## src/rtl/mdu_pkg.sv

```systemverilog
// Shared definitions for the iterative multiply/divide unit:
// opcodes, FSM states and the datapath mode selector.
package mdu_pkg;

  localparam int MDU_XLEN = 32;

  localparam logic [2:0] MDU_NOP   = 3'd0;
  localparam logic [2:0] MDU_MULT  = 3'd1;
  localparam logic [2:0] MDU_MULTU = 3'd2;
  localparam logic [2:0] MDU_DIV   = 3'd3;
  localparam logic [2:0] MDU_DIVU  = 3'd4;
  localparam logic [2:0] MDU_MTHI  = 3'd5;
  localparam logic [2:0] MDU_MTLO  = 3'd6;
  localparam logic [2:0] MDU_NOP7  = 3'd7;

  typedef enum logic [1:0] {
    ST_IDLE = 2'd0,
    ST_RUN  = 2'd1,
    ST_FIN  = 2'd2
  } state_t;

  typedef enum logic {
    MODE_MUL = 1'b0,
    MODE_DIV = 1'b1
  } mode_t;

endpackage

```

## src/rtl/mdu_step.sv

```systemverilog
// One iteration of the shared datapath: shift-add multiply step or
// restoring-division step over an {acc, shreg} double-width register.
module mdu_step
  import mdu_pkg::*;
#(
  parameter int XLEN = MDU_XLEN
) (
  input  mode_t            mode,
  input  logic [XLEN-1:0]  acc,
  input  logic [XLEN-1:0]  shreg,
  input  logic [XLEN-1:0]  operand,
  output logic [XLEN-1:0]  acc_next,
  output logic [XLEN-1:0]  shreg_next
);

  logic [XLEN:0] sum;
  logic [XLEN:0] rem_sh;
  logic [XLEN:0] diff;
  logic          fits;

  always_comb begin
    sum    = {1'b0, acc} + (shreg[0] ? {1'b0, operand} : '0);
    rem_sh = {acc, shreg[XLEN-1]};
    diff   = rem_sh - {1'b0, operand};
    // explicit compare (not borrow) keeps divide-by-zero on the all-ones path
    fits   = (rem_sh >= {1'b0, operand});
    if (mode == MODE_MUL) begin
      acc_next   = sum[XLEN:1];
      shreg_next = {sum[0], shreg[XLEN-1:1]};
    end else begin
      acc_next   = fits ? diff[XLEN-1:0] : rem_sh[XLEN-1:0];
      shreg_next = {shreg[XLEN-2:0], fits};
    end
  end

endmodule

```

## src/rtl/mdu_iter.sv

```systemverilog
// Iterative MULT/MULTU/DIV/DIVU unit owning HI/LO; 32 iterations on
// magnitudes followed by a one-cycle sign fix and commit.
module mdu_iter
  import mdu_pkg::*;
#(
  parameter int XLEN = MDU_XLEN
) (
  input  logic            clk,
  input  logic            rst,
  input  logic            start,
  input  logic [2:0]      op,
  input  logic [XLEN-1:0] rs,
  input  logic [XLEN-1:0] rt,
  input  logic            flush,
  output logic            busy,
  output logic            done,
  output logic [XLEN-1:0] hi,
  output logic [XLEN-1:0] lo
);

  localparam int CW = $clog2(XLEN);
  localparam logic [CW-1:0] LAST = CW'(XLEN - 1);

  state_t          state_reg, state_next;
  mode_t           mode_reg;
  logic [CW-1:0]   count_reg;
  logic [XLEN-1:0] acc_reg, shreg_reg, operand_reg;
  logic [XLEN-1:0] acc_next, shreg_next;
  logic [XLEN-1:0] hi_reg, lo_reg;
  logic            neg_hi_reg, neg_lo_reg, done_reg;
  logic            load, step_en, commit, mt_hi, mt_lo;

  logic            is_mul, is_signed, sign_diff;
  logic [XLEN-1:0] a_mag, b_mag;
  logic [2*XLEN-1:0] prod, prod_fix;
  logic [XLEN-1:0] hi_res, lo_res;

  always_comb begin
    is_mul    = (op == MDU_MULT) || (op == MDU_MULTU);
    is_signed = (op == MDU_MULT) || (op == MDU_DIV);
    sign_diff = is_signed && (rs[XLEN-1] ^ rt[XLEN-1]);
    a_mag     = (is_signed && rs[XLEN-1]) ? -rs : rs;
    b_mag     = (is_signed && rt[XLEN-1]) ? -rt : rt;
  end

  always_ff @(posedge clk or posedge rst) begin
    if (rst) state_reg <= ST_IDLE;
    else     state_reg <= state_next;
  end

  always_comb begin
    state_next = state_reg;
    busy       = 1'b0;
    load       = 1'b0;
    step_en    = 1'b0;
    commit     = 1'b0;
    mt_hi      = 1'b0;
    mt_lo      = 1'b0;
    case (state_reg)
      ST_IDLE: begin
        if (start && !flush) begin
          case (op)
            MDU_MTHI: mt_hi = 1'b1;
            MDU_MTLO: mt_lo = 1'b1;
            MDU_MULT, MDU_MULTU, MDU_DIV, MDU_DIVU: begin
              load       = 1'b1;
              state_next = ST_RUN;
            end
            default: ;
          endcase
        end
      end
      ST_RUN: begin
        busy = 1'b1;
        if (flush) begin
          state_next = ST_IDLE;
        end else begin
          step_en = 1'b1;
          if (count_reg == LAST) state_next = ST_FIN;
        end
      end
      ST_FIN: begin
        busy       = 1'b1;
        state_next = ST_IDLE;
        commit     = !flush;
      end
      default: state_next = ST_IDLE;
    endcase
  end

  mdu_step #(.XLEN(XLEN)) u_step (
    .mode       (mode_reg),
    .acc        (acc_reg),
    .shreg      (shreg_reg),
    .operand    (operand_reg),
    .acc_next   (acc_next),
    .shreg_next (shreg_next)
  );

  // Sign fix: multiply negates the full product; divide fixes quotient and remainder separately.
  always_comb begin
    prod     = {acc_reg, shreg_reg};
    prod_fix = neg_lo_reg ? -prod : prod;
    if (mode_reg == MODE_MUL) begin
      hi_res = prod_fix[2*XLEN-1:XLEN];
      lo_res = prod_fix[XLEN-1:0];
    end else begin
      hi_res = neg_hi_reg ? -acc_reg : acc_reg;
      lo_res = neg_lo_reg ? -shreg_reg : shreg_reg;
    end
  end

  always_ff @(posedge clk or posedge rst) begin
    if (rst) begin
      mode_reg    <= MODE_MUL;
      count_reg   <= '0;
      acc_reg     <= '0;
      shreg_reg   <= '0;
      operand_reg <= '0;
      neg_hi_reg  <= 1'b0;
      neg_lo_reg  <= 1'b0;
      hi_reg      <= '0;
      lo_reg      <= '0;
      done_reg    <= 1'b0;
    end else begin
      done_reg <= commit;
      if (load) begin
        mode_reg    <= is_mul ? MODE_MUL : MODE_DIV;
        count_reg   <= '0;
        acc_reg     <= '0;
        shreg_reg   <= is_mul ? b_mag : a_mag;
        operand_reg <= is_mul ? a_mag : b_mag;
        neg_lo_reg  <= sign_diff;
        neg_hi_reg  <= is_mul ? sign_diff : (is_signed && rs[XLEN-1]);
      end else if (step_en) begin
        acc_reg   <= acc_next;
        shreg_reg <= shreg_next;
        count_reg <= count_reg + CW'(1);
      end
      if (mt_hi) hi_reg <= rs;
      if (mt_lo) lo_reg <= rs;
      if (commit) begin
        hi_reg <= hi_res;
        lo_reg <= lo_res;
      end
    end
  end

  assign done = done_reg;
  assign hi   = hi_reg;
  assign lo   = lo_reg;

endmodule

```

## config.mk

```make
export PLATFORM = sky130hd
export DESIGN_NAME = mdu_iter
export DESIGN_NICKNAME = d
export VERILOG_FILES = /design/src/rtl/mdu_pkg.sv /design/src/rtl/mdu_step.sv /design/src/rtl/mdu_iter.sv
export SDC_FILE = /design/constraint.sdc
export NUM_CORES = 1
export LEC_CHECK = 0
export CAP_MARGIN = 40
export CORE_MARGIN = 4
export CORE_UTILIZATION = 60
export CTS_CLUSTER_DIAMETER = 80
export CTS_CLUSTER_SIZE = 8
export DETAILED_ROUTE_END_ITERATION = 8
export GPL_TIMING_DRIVEN = 0
export PLACE_DENSITY = 0.83
export SETUP_SLACK_MARGIN = 0.1
export SYNTH_ARGS = -nofsm -noshare
export SYNTH_HDL_FRONTEND = slang
export SYNTH_SLANG_ARGS = --single-unit
export TNS_END_PERCENT = 30
```

## constraint.sdc

```tcl
create_clock -name clk -period 6.5 [get_ports clk]
set_clock_uncertainty 0.1 [all_clocks]
set_input_delay 0.975 -clock clk [delete_from_list [all_inputs] [get_ports clk]]
set_output_delay 0.975 -clock clk [all_outputs]
set_load 0.03 [all_outputs]
```

==> metrics.md <==
| Metric | Value |
|---|---|
| Outcome | `complete, no violations` |
| Wire length per cell | `23.4 um` |
| Syn-to-layout area delta | `15.7%` |
| Routed vias | `16500` |
| Pin slew with the least headroom to its limit | `1.01 ns` |
| Worst reg-to-reg path cell count | `16` |
| Clk slew on worst S/H paths | `0.08 ns` |
| DR WL met2 | `24.3 mm` |
| Routed Antenna Nets | `0` |
| Final worst-path cycle share | `74.1%` |
| Vias in the first global route | `15400` |
| Min-delay worst type | `flip-flop to flip-flop` |
| Place WS | `1.77 ns` |
| Dominant synthesized flop cell | `dfrtp_1` |
| CTS buffer count | `17` |
| Fmax | `0.208 GHz` |
| Register Area | `4280 sq um` |
| Lkg Pwr | `7.18 nW` |
| Gpl congestion | `1.05` |
| Startpoint Class | `flip-flop` |
| Filler cells | `1994` |
| Synth warn | `0` |
| Number of cells on the critical path | `16` |
| NumNets Final | `2256` |
| Clock latency on the worst-skew pair | `0.46 ns` |
| CTS tree | `done` |
| Initial Util | `61.7%` |
| Die width | `167 um` |
| Clk sinks | `171` |
| R2r setup slk | `1.68 ns` |
| CTS root buffer | `clkbuf_16` |
| Gate Count Post-Synth | `1955` |
| Post-synthesis cell area | `15200 sq um` |
| Most frequent CP cell | `clkbuf_1` |
| Setup Crit Path Kind | `flip-flop to flip-flop` |
| Bufs on Longest Clock Path | `2` |
| Peak VDD IR | `347 uV` |
| Top Ports | `137` |
| Unrepaired setup endpoints after global routing | `no` |
| Setup Buffers After CTS | `0` |
| Post_cts resized | `0` |
| Initial antenna violation count | `0` |
| Total gr overflow | `0` |
| CP startpoint | `shreg_reg[0]` |
| Die Span Y | `167 um` |
| Synth cell types | `77` |
| Final wirelength | `57.3 mm` |
| Post-Syn Nets | `2101` |
| RR Startpoint | `shreg_reg[0]` |
| Worst setup EP type | `flip-flop` |
| Setup violators final | `0` |
| First-pass GRT wire length | `87.1 mm` |
| Largest net degree at the start of global routing | `93` |
| Die area | `27900 sq um` |
| Arrival @ worst endpoint | `5.07 ns` |
| Highest-count cells in the layout ignoring fill and taps | `230 x nand2_1, 221 x o21ai_0, 190 x a21oi_1` |
| Core outline area | `24600 sq um` |
| Final Max Tran Viols | `0` |
| Dpl hpwl | `44.7 mm` |
| Crit path to | `acc_reg[27]` |
| Post-synthesis sequential area ratio | `28.2%` |
| Initial DRC Count | `2589` |
| Max_cap viols | `0` |
| Hold Vio Cnt, Final | `0` |
| Rel. slew slack | `32.4%` |
| Worst Slack Setup Final | `1.68 ns` |
| Worst r2r dst | `acc_reg[27]` |
| Ant diodes | `0` |
| Design area | `17600 sq um` |
| Row Count | `57` |
| Wl on met1 | `23.0 mm` |
| Power per cell area | `519 nW/um^2` |
| IO Port Bufs | `134` |
| Top Layer Used | `met4` |
| DR vias/cell | `6.72` |
| Residual DRC | `0` |
| Yosys reg bits | `171` |
| Ys async rst share | `100%` |
| Met3 Routed Length | `7.44 mm` |
| Hold buffer count at cts | `0` |
| CP peak stage delay | `0.73 ns` |
| Share of cells above drive strength 1 | `3.91%` |
| CP Buf/Inv Count | `4` |
| Cells along the critical path | `clkbuf_1, inv_1, clkbuf_1, nor2_1, ha_1, clkbuf_1, a211oi_1, nand2_1, o221ai_1, a211oi_1, o31a_1, nand2_1, o21ai_0, xnor2_1, o21ai_0, a32o_1` |
| CP required | `6.75 ns` |
| Overall Global Routing Usage | `39.5%` |
| Post-Syn Area per Cell | `7.76 sq um` |
| H-tree levels | `4` |
| Area of the multi-input gates | `10100 sq um` |
| EDFF count, synth | `0` |
| DR pass1 iterations | `6` |
| Final min period | `4.82 ns` |
| Critical Path Slowest Stage Cell | `a211oi_1` |
| Most common cell after layout, fill and taps aside | `nand2_1` |
| Largest delay share family, worst path | `compound AO/OA/AOI/OAI gates` |
| CP Max Fanout | `10` |
| Post-DP Area | `17000 sq um` |
[tightest hold or removal path: stages (launching register included)]
cell	delay [ns]
dfrtp_1	0.35
nand2_1	0.04
o21ai_0	0.06
[report_power, final]
| part | leakage (nW) | total, mW | switching, mW | internal, mW |
|---|---|---|---|---|
| Sequential | 2.16 | 2.07 | 0.566 | 1.50 |
| Clock | 0.292 | 1.07 | 0.548 | 0.523 |
| Combinational | 4.73 | 5.97 | 3.69 | 2.28 |
| Total | 7.18 | 9.11 | 4.80 | 4.31 |
[metal layers]
| layer | GRT usage, % | vias to the layer above |
|---|---|---|
| met1 | 57.0 | 7799 |
| met4 | 15.3 | 0 |
| met2 | 58.5 | 1204 |
| met5 | 0 | - |
| li1 | - | 7272 |
| met3 | 7.99 | 179 |
[cell families (layout without fill, tap and decap cells)]
family                   count (synthesis)  count (layout)  share of synthesized area, %
AND/OR/NAND/NOR                        623             623                          19.0
adder cells (fa/ha/maj)                 75              75                          6.28
XOR/XNOR                               172             172                          9.93
flip-flops                             171             171                          28.2
buffers and inverters                  183             351                          4.92
multiplexers                           111             111                          7.41
AO/OA/AOI/OAI                          620             620                          24.2
[worst min path at each step]
stage,startpoint,cells past startpoint,endpoint
floorplan,operand_reg[10],2,operand_reg[10]
global placement,operand_reg[11],2,operand_reg[11]
detailed placement,operand_reg[24],2,operand_reg[24]
CTS,operand_reg[11],2,operand_reg[11]
global route,operand_reg[4],2,operand_reg[4]
finish,operand_reg[26],2,operand_reg[26]
[Yosys cell counts, drive strengths merged, types with 19 or more instances]
cell type  count  area share [%]
a21oi        190             6.3
buf           22            0.88
a21o          34             1.7
nor2         177             4.4
or3           22            0.94
nand2        233             5.8
mux2i        100             6.6
xor2          66             3.8
ha            73             6.0
dfrtp        171              28
o31ai         21             1.0
nor3          32             1.1
xnor2        106             6.1
clkbuf       101             2.6
inv           59             1.5
o21ai        225             7.4
nand2b        19            0.78
nand3         43             1.4
o211ai        50             2.5
[cell type report]
cell class              instances  area share [%]
clock inverters                15           0.934
multi-input cells            1601            57.8
inverters                      60            1.33
repair buffers                136            7.84
flip-flops and latches        171            24.4
plain buffers                 123            2.97
well taps                     324            2.31
clock buffers                  17            2.42
[stage by stage]
stage | instances | total power, mW | hold WS, ns | setup TNS (ns) | utilization, %
2_1_floorplan | 1955 | 5.99 | 0.350 | 0 | -
3_3_place_gp | 2413 | 7.70 | 0.369 | -253.98 | 68.8
3_5_place_dp | 2415 | 7.80 | 0.376 | 0 | 68.9
4_1_cts | 2447 | 8.89 | 0.393 | 0 | 71.3
5_1_grt | 2447 | 9.62 | 0.415 | 0 | 71.3
6_report | 2447 | 9.11 | 0.391 | 0 | 71.3
Power figures use the tool's default switching activity.
